### src/rtl/ctrl_pkg.sv
// -----------------------------------------------------------------------------
// ctrl_pkg
// Shared control-path types for the RV32I 5-stage pipeline control unit.
//   - RV32I opcode constants
//   - alu_ctrl_t, imm_src_t, result_src_t, pc_src_t encodings
//   - ctrl_bundle_t: control carried from ID into EX (and partly onward)
//   - CTRL_BUBBLE: the all-zero bundle used for flushes, stalls and reset
//   - alu_op_sel(): funct3 (+ alternate bit) to ALU operation
// -----------------------------------------------------------------------------
package ctrl_pkg;

  localparam logic [6:0] OP_LOAD   = 7'b0000011;
  localparam logic [6:0] OP_STORE  = 7'b0100011;
  localparam logic [6:0] OP_RTYPE  = 7'b0110011;
  localparam logic [6:0] OP_ITYPE  = 7'b0010011;
  localparam logic [6:0] OP_BRANCH = 7'b1100011;
  localparam logic [6:0] OP_LUI    = 7'b0110111;
  localparam logic [6:0] OP_AUIPC  = 7'b0010111;
  localparam logic [6:0] OP_JAL    = 7'b1101111;
  localparam logic [6:0] OP_JALR   = 7'b1100111;

  typedef enum logic [3:0] {
    ALU_ADD   = 4'd0,
    ALU_SUB   = 4'd1,
    ALU_SLL   = 4'd2,
    ALU_SLT   = 4'd3,
    ALU_SLTU  = 4'd4,
    ALU_XOR   = 4'd5,
    ALU_SRL   = 4'd6,
    ALU_SRA   = 4'd7,
    ALU_OR    = 4'd8,
    ALU_AND   = 4'd9,
    ALU_PASSB = 4'd10
  } alu_ctrl_t;

  typedef enum logic [2:0] {
    IMM_I = 3'd0,
    IMM_S = 3'd1,
    IMM_B = 3'd2,
    IMM_J = 3'd3,
    IMM_U = 3'd4
  } imm_src_t;

  typedef enum logic [1:0] {
    RES_ALU = 2'b00,
    RES_MEM = 2'b01,
    RES_PC4 = 2'b10
  } result_src_t;

  typedef enum logic [1:0] {
    PC_PLUS4  = 2'b00,
    PC_TARGET = 2'b01,
    PC_ALU    = 2'b10
  } pc_src_t;

  // jalr is kept as its own flag: jal and jalr both jump, but only jalr
  // takes its target from the ALU.
  typedef struct packed {
    logic        reg_write;
    logic        mem_write;
    result_src_t result_src;
    logic        alu_src;
    logic        alu_a_pc;
    alu_ctrl_t   alu_ctrl;
    logic        branch;
    logic        jump;
    logic        jalr;
    logic [2:0]  funct3;
  } ctrl_bundle_t;

  localparam ctrl_bundle_t CTRL_BUBBLE = '0;

  // funct3 to ALU op; alt selects sub (000) or sra (101).
  function automatic alu_ctrl_t alu_op_sel(input logic [2:0] f3, input logic alt);
    alu_ctrl_t op;
    case (f3)
      3'b000:  op = alt ? ALU_SUB : ALU_ADD;
      3'b001:  op = ALU_SLL;
      3'b010:  op = ALU_SLT;
      3'b011:  op = ALU_SLTU;
      3'b100:  op = ALU_XOR;
      3'b101:  op = alt ? ALU_SRA : ALU_SRL;
      3'b110:  op = ALU_OR;
      3'b111:  op = ALU_AND;
      default: op = ALU_ADD;
    endcase
    return op;
  endfunction

endpackage

### src/rtl/ctrl_decoder.sv
// -----------------------------------------------------------------------------
// ctrl_decoder
// Combinational RV32I decode of the ID-stage instruction.
// Ports:
//   i_instr    in  32  instruction in ID
//   o_ctrl     out     control bundle (bubble when illegal)
//   o_imm_src  out  3  immediate format for the ID extender
//   o_uses_rs1 out  1  instruction reads rs1
//   o_uses_rs2 out  1  instruction reads rs2
//   o_illegal  out  1  opcode or branch funct3 unsupported
// -----------------------------------------------------------------------------
module ctrl_decoder
  import ctrl_pkg::*;
(
  input  logic [31:0]  i_instr,
  output ctrl_bundle_t o_ctrl,
  output imm_src_t     o_imm_src,
  output logic         o_uses_rs1,
  output logic         o_uses_rs2,
  output logic         o_illegal
);

  logic [6:0]   w_opcode;
  logic [2:0]   w_funct3;
  logic         w_funct7_b5;
  ctrl_bundle_t w_ctrl;
  imm_src_t     w_imm_src;
  logic         w_use1;
  logic         w_use2;
  logic         w_bad;

  assign w_opcode    = i_instr[6:0];
  assign w_funct3    = i_instr[14:12];
  assign w_funct7_b5 = i_instr[30];

  // Per-opcode decode before illegal masking
  always_comb begin
    w_ctrl        = CTRL_BUBBLE;
    w_ctrl.funct3 = w_funct3;
    w_imm_src     = IMM_I;
    w_use1        = 1'b0;
    w_use2        = 1'b0;
    w_bad         = 1'b0;
    case (w_opcode)
      OP_LOAD: begin
        w_ctrl.reg_write  = 1'b1;
        w_ctrl.result_src = RES_MEM;
        w_ctrl.alu_src    = 1'b1;
        w_use1            = 1'b1;
      end
      OP_STORE: begin
        w_ctrl.mem_write = 1'b1;
        w_ctrl.alu_src   = 1'b1;
        w_imm_src        = IMM_S;
        w_use1           = 1'b1;
        w_use2           = 1'b1;
      end
      OP_RTYPE: begin
        w_ctrl.reg_write = 1'b1;
        w_ctrl.alu_ctrl  = alu_op_sel(w_funct3, w_funct7_b5);
        w_use1           = 1'b1;
        w_use2           = 1'b1;
      end
      OP_ITYPE: begin
        // instr[30] is an immediate bit except for srai, so no "subi".
        w_ctrl.reg_write = 1'b1;
        w_ctrl.alu_src   = 1'b1;
        w_ctrl.alu_ctrl  = alu_op_sel(w_funct3, w_funct7_b5 & (w_funct3 == 3'b101));
        w_use1           = 1'b1;
      end
      OP_BRANCH: begin
        w_ctrl.branch   = 1'b1;
        w_ctrl.alu_ctrl = ALU_SUB;
        w_imm_src       = IMM_B;
        w_use1          = 1'b1;
        w_use2          = 1'b1;
        case (w_funct3)
          3'b010, 3'b011: w_bad = 1'b1;
          default:        w_bad = 1'b0;
        endcase
      end
      OP_LUI: begin
        w_ctrl.reg_write = 1'b1;
        w_ctrl.alu_src   = 1'b1;
        w_ctrl.alu_ctrl  = ALU_PASSB;
        w_imm_src        = IMM_U;
      end
      OP_AUIPC: begin
        w_ctrl.reg_write = 1'b1;
        w_ctrl.alu_src   = 1'b1;
        w_ctrl.alu_a_pc  = 1'b1;
        w_imm_src        = IMM_U;
      end
      OP_JAL: begin
        w_ctrl.reg_write  = 1'b1;
        w_ctrl.result_src = RES_PC4;
        w_ctrl.jump       = 1'b1;
        w_imm_src         = IMM_J;
      end
      OP_JALR: begin
        w_ctrl.reg_write  = 1'b1;
        w_ctrl.result_src = RES_PC4;
        w_ctrl.jump       = 1'b1;
        w_ctrl.jalr       = 1'b1;
        w_ctrl.alu_src    = 1'b1;
        w_use1            = 1'b1;
      end
      default: w_bad = 1'b1;
    endcase
  end

  // Illegal instructions become bubbles and read no registers (never stall)
  always_comb begin
    if (w_bad) begin
      o_ctrl     = CTRL_BUBBLE;
      o_imm_src  = IMM_I;
      o_uses_rs1 = 1'b0;
      o_uses_rs2 = 1'b0;
    end else begin
      o_ctrl     = w_ctrl;
      o_imm_src  = w_imm_src;
      o_uses_rs1 = w_use1;
      o_uses_rs2 = w_use2;
    end
    o_illegal = w_bad;
  end

endmodule

### src/rtl/pipelined_control_unit.sv
// -----------------------------------------------------------------------------
// pipelined_control_unit
// RV32I control for a 5-stage pipeline: ID decode, ID/EX, EX/MEM and MEM/WB
// control registers, EX branch/jump resolution, load-use hazard detection
// and forwarding selection.
// Ports:
//   clk, rst (sync, active-high)
//   instr_d_i             ID instruction
//   zero_e_i/lt_e_i/ltu_e_i  EX compare flags
//   imm_src_d_o, illegal_d_o                      ID outputs
//   alu_src_e_o, alu_a_pc_e_o, alu_ctrl_e_o,
//   pc_src_e_o, forward_a_e_o, forward_b_e_o      EX outputs
//   mem_write_m_o, reg_write_m_o, rd_m_o          MEM outputs
//   result_src_w_o, reg_write_w_o, rd_w_o         WB outputs
//   stall_f_o, stall_d_o, flush_d_o               hazard controls
// -----------------------------------------------------------------------------
module pipelined_control_unit
  import ctrl_pkg::*;
#(
  parameter int REG_ADDR_W = 5,
  parameter int ALU_CTRL_W = 4
) (
  input  logic                  clk,
  input  logic                  rst,
  input  logic [31:0]           instr_d_i,
  input  logic                  zero_e_i,
  input  logic                  lt_e_i,
  input  logic                  ltu_e_i,
  output logic [2:0]            imm_src_d_o,
  output logic                  illegal_d_o,
  output logic                  alu_src_e_o,
  output logic                  alu_a_pc_e_o,
  output logic [ALU_CTRL_W-1:0] alu_ctrl_e_o,
  output logic [1:0]            pc_src_e_o,
  output logic [1:0]            forward_a_e_o,
  output logic [1:0]            forward_b_e_o,
  output logic                  mem_write_m_o,
  output logic                  reg_write_m_o,
  output logic [REG_ADDR_W-1:0] rd_m_o,
  output logic [1:0]            result_src_w_o,
  output logic                  reg_write_w_o,
  output logic [REG_ADDR_W-1:0] rd_w_o,
  output logic                  stall_f_o,
  output logic                  stall_d_o,
  output logic                  flush_d_o
);

  // ID stage
  ctrl_bundle_t          w_ctrl_d;
  imm_src_t              w_imm_src_d;
  logic                  w_uses_rs1_d;
  logic                  w_uses_rs2_d;
  logic                  w_illegal_d;
  logic [REG_ADDR_W-1:0] w_rs1_d;
  logic [REG_ADDR_W-1:0] w_rs2_d;
  logic [REG_ADDR_W-1:0] w_rd_d;

  // EX stage
  ctrl_bundle_t          r_ctrl_e;
  logic [REG_ADDR_W-1:0] r_rs1_e;
  logic [REG_ADDR_W-1:0] r_rs2_e;
  logic [REG_ADDR_W-1:0] r_rd_e;

  // MEM stage
  logic                  r_reg_write_m;
  logic                  r_mem_write_m;
  result_src_t           r_result_src_m;
  logic [REG_ADDR_W-1:0] r_rd_m;

  // WB stage
  logic                  r_reg_write_w;
  result_src_t           r_result_src_w;
  logic [REG_ADDR_W-1:0] r_rd_w;

  // Hazard / resolve
  logic                  w_cond_e;
  pc_src_t               w_pc_src_e;
  logic                  w_redirect_e;
  logic                  w_load_use;
  logic                  w_stall;
  logic                  w_flush_e;
  logic [1:0]            w_fwd_a;
  logic [1:0]            w_fwd_b;

  assign w_rs1_d = instr_d_i[15 +: REG_ADDR_W];
  assign w_rs2_d = instr_d_i[20 +: REG_ADDR_W];
  assign w_rd_d  = instr_d_i[7  +: REG_ADDR_W];

  ctrl_decoder u_decoder (
    .i_instr    (instr_d_i),
    .o_ctrl     (w_ctrl_d),
    .o_imm_src  (w_imm_src_d),
    .o_uses_rs1 (w_uses_rs1_d),
    .o_uses_rs2 (w_uses_rs2_d),
    .o_illegal  (w_illegal_d)
  );

  // Branch condition from funct3 and the EX compare flags
  always_comb begin
    w_cond_e = 1'b0;
    case (r_ctrl_e.funct3)
      3'b000:  w_cond_e = zero_e_i;
      3'b001:  w_cond_e = ~zero_e_i;
      3'b100:  w_cond_e = lt_e_i;
      3'b101:  w_cond_e = ~lt_e_i;
      3'b110:  w_cond_e = ltu_e_i;
      3'b111:  w_cond_e = ~ltu_e_i;
      default: w_cond_e = 1'b0;
    endcase
  end

  // Next-PC select; held at pc+4 during reset so no redirect escapes
  always_comb begin
    w_pc_src_e = PC_PLUS4;
    if (rst) begin
      w_pc_src_e = PC_PLUS4;
    end else if (r_ctrl_e.jalr) begin
      w_pc_src_e = PC_ALU;
    end else if (r_ctrl_e.jump | (r_ctrl_e.branch & w_cond_e)) begin
      w_pc_src_e = PC_TARGET;
    end else begin
      w_pc_src_e = PC_PLUS4;
    end
  end

  assign w_redirect_e = (w_pc_src_e != PC_PLUS4);

  // Load in EX whose rd is read by the ID instruction; x0 never stalls
  assign w_load_use = (r_ctrl_e.result_src == RES_MEM) && (r_rd_e != '0) &&
                      ((w_uses_rs1_d && (w_rs1_d == r_rd_e)) ||
                       (w_uses_rs2_d && (w_rs2_d == r_rd_e)));

  // A taken redirect squashes the ID instruction, so the stall is moot.
  assign w_stall   = ~rst & w_load_use & ~w_redirect_e;
  assign w_flush_e = w_load_use | w_redirect_e;

  // Forwarding select; MEM result is younger so it wins over WB
  always_comb begin
    w_fwd_a = 2'b00;
    w_fwd_b = 2'b00;
    if (rst) begin
      w_fwd_a = 2'b00;
      w_fwd_b = 2'b00;
    end else begin
      if (r_reg_write_m && (r_rd_m != '0) && (r_rd_m == r_rs1_e)) begin
        w_fwd_a = 2'b10;
      end else if (r_reg_write_w && (r_rd_w != '0) && (r_rd_w == r_rs1_e)) begin
        w_fwd_a = 2'b01;
      end else begin
        w_fwd_a = 2'b00;
      end
      if (r_reg_write_m && (r_rd_m != '0) && (r_rd_m == r_rs2_e)) begin
        w_fwd_b = 2'b10;
      end else if (r_reg_write_w && (r_rd_w != '0) && (r_rd_w == r_rs2_e)) begin
        w_fwd_b = 2'b01;
      end else begin
        w_fwd_b = 2'b00;
      end
    end
  end

  // ID/EX register: loads the decoded bundle, or a bubble on flush
  always_ff @(posedge clk) begin
    if (rst) begin
      r_ctrl_e <= CTRL_BUBBLE;
      r_rs1_e  <= '0;
      r_rs2_e  <= '0;
      r_rd_e   <= '0;
    end else if (w_flush_e) begin
      r_ctrl_e <= CTRL_BUBBLE;
      r_rs1_e  <= '0;
      r_rs2_e  <= '0;
      r_rd_e   <= '0;
    end else begin
      r_ctrl_e <= w_ctrl_d;
      r_rs1_e  <= w_rs1_d;
      r_rs2_e  <= w_rs2_d;
      r_rd_e   <= w_rd_d;
    end
  end

  // EX/MEM register: advances every cycle
  always_ff @(posedge clk) begin
    if (rst) begin
      r_reg_write_m  <= 1'b0;
      r_mem_write_m  <= 1'b0;
      r_result_src_m <= RES_ALU;
      r_rd_m         <= '0;
    end else begin
      r_reg_write_m  <= r_ctrl_e.reg_write;
      r_mem_write_m  <= r_ctrl_e.mem_write;
      r_result_src_m <= r_ctrl_e.result_src;
      r_rd_m         <= r_rd_e;
    end
  end

  // MEM/WB register: advances every cycle
  always_ff @(posedge clk) begin
    if (rst) begin
      r_reg_write_w  <= 1'b0;
      r_result_src_w <= RES_ALU;
      r_rd_w         <= '0;
    end else begin
      r_reg_write_w  <= r_reg_write_m;
      r_result_src_w <= r_result_src_m;
      r_rd_w         <= r_rd_m;
    end
  end

  assign imm_src_d_o    = w_imm_src_d;
  assign illegal_d_o    = w_illegal_d;
  assign alu_src_e_o    = r_ctrl_e.alu_src;
  assign alu_a_pc_e_o   = r_ctrl_e.alu_a_pc;
  assign alu_ctrl_e_o   = r_ctrl_e.alu_ctrl;
  assign pc_src_e_o     = w_pc_src_e;
  assign forward_a_e_o  = w_fwd_a;
  assign forward_b_e_o  = w_fwd_b;
  assign mem_write_m_o  = r_mem_write_m;
  assign reg_write_m_o  = r_reg_write_m;
  assign rd_m_o         = r_rd_m;
  assign result_src_w_o = r_result_src_w;
  assign reg_write_w_o  = r_reg_write_w;
  assign rd_w_o         = r_rd_w;
  assign stall_f_o      = w_stall;
  assign stall_d_o      = w_stall;
  assign flush_d_o      = w_redirect_e;

endmodule

### config.mk
export PLATFORM = sky130hd
export DESIGN_NAME = pipelined_control_unit
export DESIGN_NICKNAME = d
export VERILOG_FILES = /design/src/rtl/ctrl_pkg.sv /design/src/rtl/ctrl_decoder.sv /design/src/rtl/pipelined_control_unit.sv
export SDC_FILE = /design/constraint.sdc
export NUM_CORES = 1
export LEC_CHECK = 0
export ABC_AREA = 1
export BUFFER_PORTS_ARGS = -buffer_cell sky130_fd_sc_hd__buf_2
export CELL_PAD_IN_SITES_DETAIL_PLACEMENT = 1
export CELL_PAD_IN_SITES_GLOBAL_PLACEMENT = 2
export CORE_ASPECT_RATIO = 1.75
export CORE_UTILIZATION = 25
export CTS_CLUSTER_DIAMETER = 50
export DETAILED_ROUTE_END_ITERATION = 8
export HOLD_SLACK_MARGIN = 0.05
export MAX_ROUTING_LAYER = met4
export PLACE_DENSITY = 0.81
export SLEW_MARGIN = 25
export SYNTH_ARGS = -nofsm -noshare
export SYNTH_HDL_FRONTEND = slang
export SYNTH_SLANG_ARGS = --single-unit
### constraint.sdc
create_clock -name clk -period 1.4 [get_ports clk]
set_clock_uncertainty 0.15 [all_clocks]
set_input_delay 0.07 -clock clk [delete_from_list [all_inputs] [get_ports clk]]
set_output_delay 0.07 -clock clk [all_outputs]
set_load 0.05 [all_outputs]
==> summary.txt <==
VDD IR max - 0.539 mV
Vias per Instance - 4.45
switch share - 28.3%
GRT Residual Overflow - 0
Initial Utilization - 26.0%
mux contribution to synthesized area - 0%
CP endpoint kind - output port
endpoints failing setup - 41
Slew Viols, Final - 0
global-route wire length before repair - 13800 um
Synth Cell Area - 0.00236 sq mm
die height - 131 um
clk buf depth - 2
Max stage delay cell, worst path - dfxtp_1
DR iter-0 viols - 44
ANT nets after route - 0
total CTS buffers - 5
worst path bufs/invs - 2
vias in the first global route - 2949
sequential power share - 42.8%
Synth cell types - 32
leakage - 2.12 nW
Worst Path Arrival - 1.70 ns
max cap viols - 0
clk sinks - 48
startpoint type of the worst setup path - flop
Hold Fails Final Rpt - 0
total chip power - 3.33 mW
Final WS setup - -0.523 ns
Synth Instances - 319
GRT Overall Usage - 19.9%
setup TNS - -11.45 ns
failing checks - negative setup slack
Hold WC Path Type - input port to flop
CTS tree - yes
Final Util - 49.5%
share of layout cells above drive strength 1 - 57.6%
IO Port Bufs - 64
hpwl dp - 6140 um
Post-Synth XOR/XNOR Area - 4.82%
worst skew pair latency - 0.29 ns
Core ar. - 0.00909 sq mm
highest clock rate - 520 MHz
Syn Nets - 356
yosys synthesis warning count - 0
internal power - 2.38 mW
cell family with most CP delay - simple AND/OR/NAND/NOR gates
Max-slew headroom - 71.3%
Design Area, Final - 0.00450 sq mm
Synth Area in Adders - 0%
CTS H-Tree Depth - 2
Post-Synth Simple-Gate Area - 33.9%
CP Max Fanout - 4
area grow syn2layout - 90.8%
CTS clk-pin slew, worst paths - 0.07 ns
CP cell instances - inv_2 -> nand3_1 -> nand3_1 -> nor2_4 -> nand3_4 -> nor3_4 -> buf_6
Nets - 527
Critical Path Most Common Cell - nand3_1
Routed wire per std cell - 16.0 um
DRT Pass-1 Iters - 6
final wirelength - 9760 um
I/O pin total - 71
Site Rows - 46
Logic pwr share - 20.9%
antenna violations before repair - 0
Syn Area/Cell - 7.40 sq um
complex-gate fraction of the synthesized area - 7.63%
Residual DRC - 0
Worst Max-Slew Pin Slew - 0.425 ns
Worst Path Required - 1.18 ns
die footprint - 0.00985 sq mm
post-place instance area - 0.00333 sq mm
PwrDens - 738 mW/mm^2
flops & latches, synth - 48
largest family of logic cells by synthesized area - simple AND/OR/NAND/NOR gates
setup repair after global routing missed its margin - true
Period minus WS final - 1.92 ns
register area share after synthesis - 40.7%
RD Place Congestion - 0.887
Clock power frac - 36.3%
Vias - 2720
crit-path max cell delay - 0.36 ns
final period utilization - 137%
Diodes inserted - 0
WS Path Type - flop to output port
clock root buffer - clkbuf_16
status - finished with violations
net switching power - 0.943 mW
Filler Cell Count - 1092
chip width - 75.5 um
pre-CTS setup slack - -0.421 ns
largest net degree at the start of global routing - 17
==> layer usage <==
metal  up-vias  wire [um]  GRT usage, %
li1       1326          -             -
met5         -          0             -
met4         0        610          11.4
met2        71       6010          40.3
met3        33        206          2.15
met1      1290       2930          16.1
==> metrics by stage <==
stage | hold WS (ns) | instances
floorplan | 0.0248 | 319
global placement | 0.140 | 552
detailed placement | 0.136 | 552
CTS | 0.0646 | 605
global route | 0.0879 | 611
finish | 0.0634 | 611
==> sequential cells by signal (all words and copies together), names as in the netlist <==
signal,count
r_result_src_m,2
reg_write_w_o,1
alu_src_e_o,1
r_rs2_e,5
alu_a_pc_e_o,1
rd_m_o,5
alu_ctrl_e_o,4
r_ctrl_e,10
r_rs1_e,5
rd_w_o,5
reg_write_m_o,1
result_src_w_o,2
mem_write_m_o,1
r_rd_e,5
==> placed cells by master, fill, tap and decap left out, types with 2 or more instances in the layout <==
cell,instances
buf_8,9
dlygate4sd3_1,20
nand2_8,6
xnor2_2,2
dfxtp_4,12
a21oi_1,10
a21oi_4,3
a21oi_2,2
nand2_4,10
nand2_2,9
xnor2_1,2
xor2_2,2
buf_4,75
o22ai_1,3
nand3_1,9
inv_4,7
clkbuf_16,5
or2_4,4
nor3_1,3
nor2_1,32
o21ai_0,6
o21ai_1,4
inv_1,42
nand3_4,5
nor3_4,3
o211ai_1,2
nor2_2,16
xor2_1,7
dfxtp_2,8
nand2_1,28
nor2_4,19
buf_6,21
dfxtp_1,28
inv_2,10
nand4_1,9
buf_2,45
==> layout make-up <==
cell class,instances,area (sq um),share of cell area (%)
Multi-Input combinational cell,204,1560,34.6
Timing Repair Buffer,171,1380,30.6
Sequential cell,48,1020,22.6
Inverter,60,250,5.56
Tap cell,120,150,3.33
Clock buffer,5,125,2.78
Clock inverter,3,22.5,0.500
==> cell usage after synthesis <==
cell type  number  area [sq um]
nand2_1        45           169
nand3_2         2          20.0
o311ai_0        1          8.76
or2_2           5          31.3
nand3_1        10          50.1
clkbuf_1        2          7.51
a31oi_1         2          12.5
nand4_1         9          56.3
inv_1          58           218
nor3_4          1          16.3
xnor2_1         4          35.0
o21ai_1         1          5.00
o21ai_0         9          45.0
or2_0           1          6.26
xor2_1          9          78.8
buf_12          1          20.0
nand2_4         2          22.5
nor2_4          2          22.5
nand3_4         1          17.5
o211ai_1        2          15.0
nor3_1          6          30.0
nor4_1          1          6.26
buf_4           5          37.5
nor2_1         42           158
nor2_8          1          20.0
o22ai_1         3          18.8
dfxtp_1        48           961
buf_8           1          15.0
nand2_2         5          31.3
inv_2           2          7.51
nor2_2         23           144
a21oi_1        15          75.1
==> power groups by stage <==
stage	Combinational (mW)	Sequential, mW	Clock (mW)
floorplan	0.232	1.48	0
global placement	0.468	1.45	0
detailed placement	0.481	1.45	0
CTS	0.610	1.43	1.24
global route	0.747	1.43	1.28
finish	0.696	1.42	1.21
==> worst paths after layout <==
| check | to | slack, ns | cells past startpoint | startpoint |
|---|---|---|---|---|
| setup / recovery | stall_d_o | -0.52 | 7 | r_rd_e[1] |
| hold / removal | r_ctrl_e[1] | 0.06 | 4 | instr_d_i[13] |
| setup reg to reg | r_ctrl_e[12] | -0.34 | 9 | r_rd_e[2] |
| hold reg to reg | result_src_w_o[0] | 0.26 | 2 | r_result_src_m[0] |
==> cell families (layout without fill, tap and decap cells) <==
kind of cell | Yosys count | count (layout)
AND/OR/NAND/NOR | 156 | 158
buffers and inverters | 69 | 239
flip-flops | 48 | 48
AO/OA/AOI/OAI | 33 | 33
XOR/XNOR | 13 | 13
==> timing repair <==
item / 4_1_cts / 5_1_grt
setup endpoints to repair: 42 / 43
setup buffers: 25 / 10
hold buffers: 20 / 0
hold endpoints to repair: 28 / 0
gates resized for setup: 90 / 68
cloned: 2 / 0
pin swaps: 27 / 28
==> worst register-to-register path, delay by kind of cell, from the launching register on <==
family / cells / cell delay, ns
AND/OR/NAND/NOR: 6 / 0.77
flip-flops: 1 / 0.37
buffers and inverters: 2 / 0.19
AO/OA/AOI/OAI: 1 / 0.19
(Power assumes the default switching activity.)
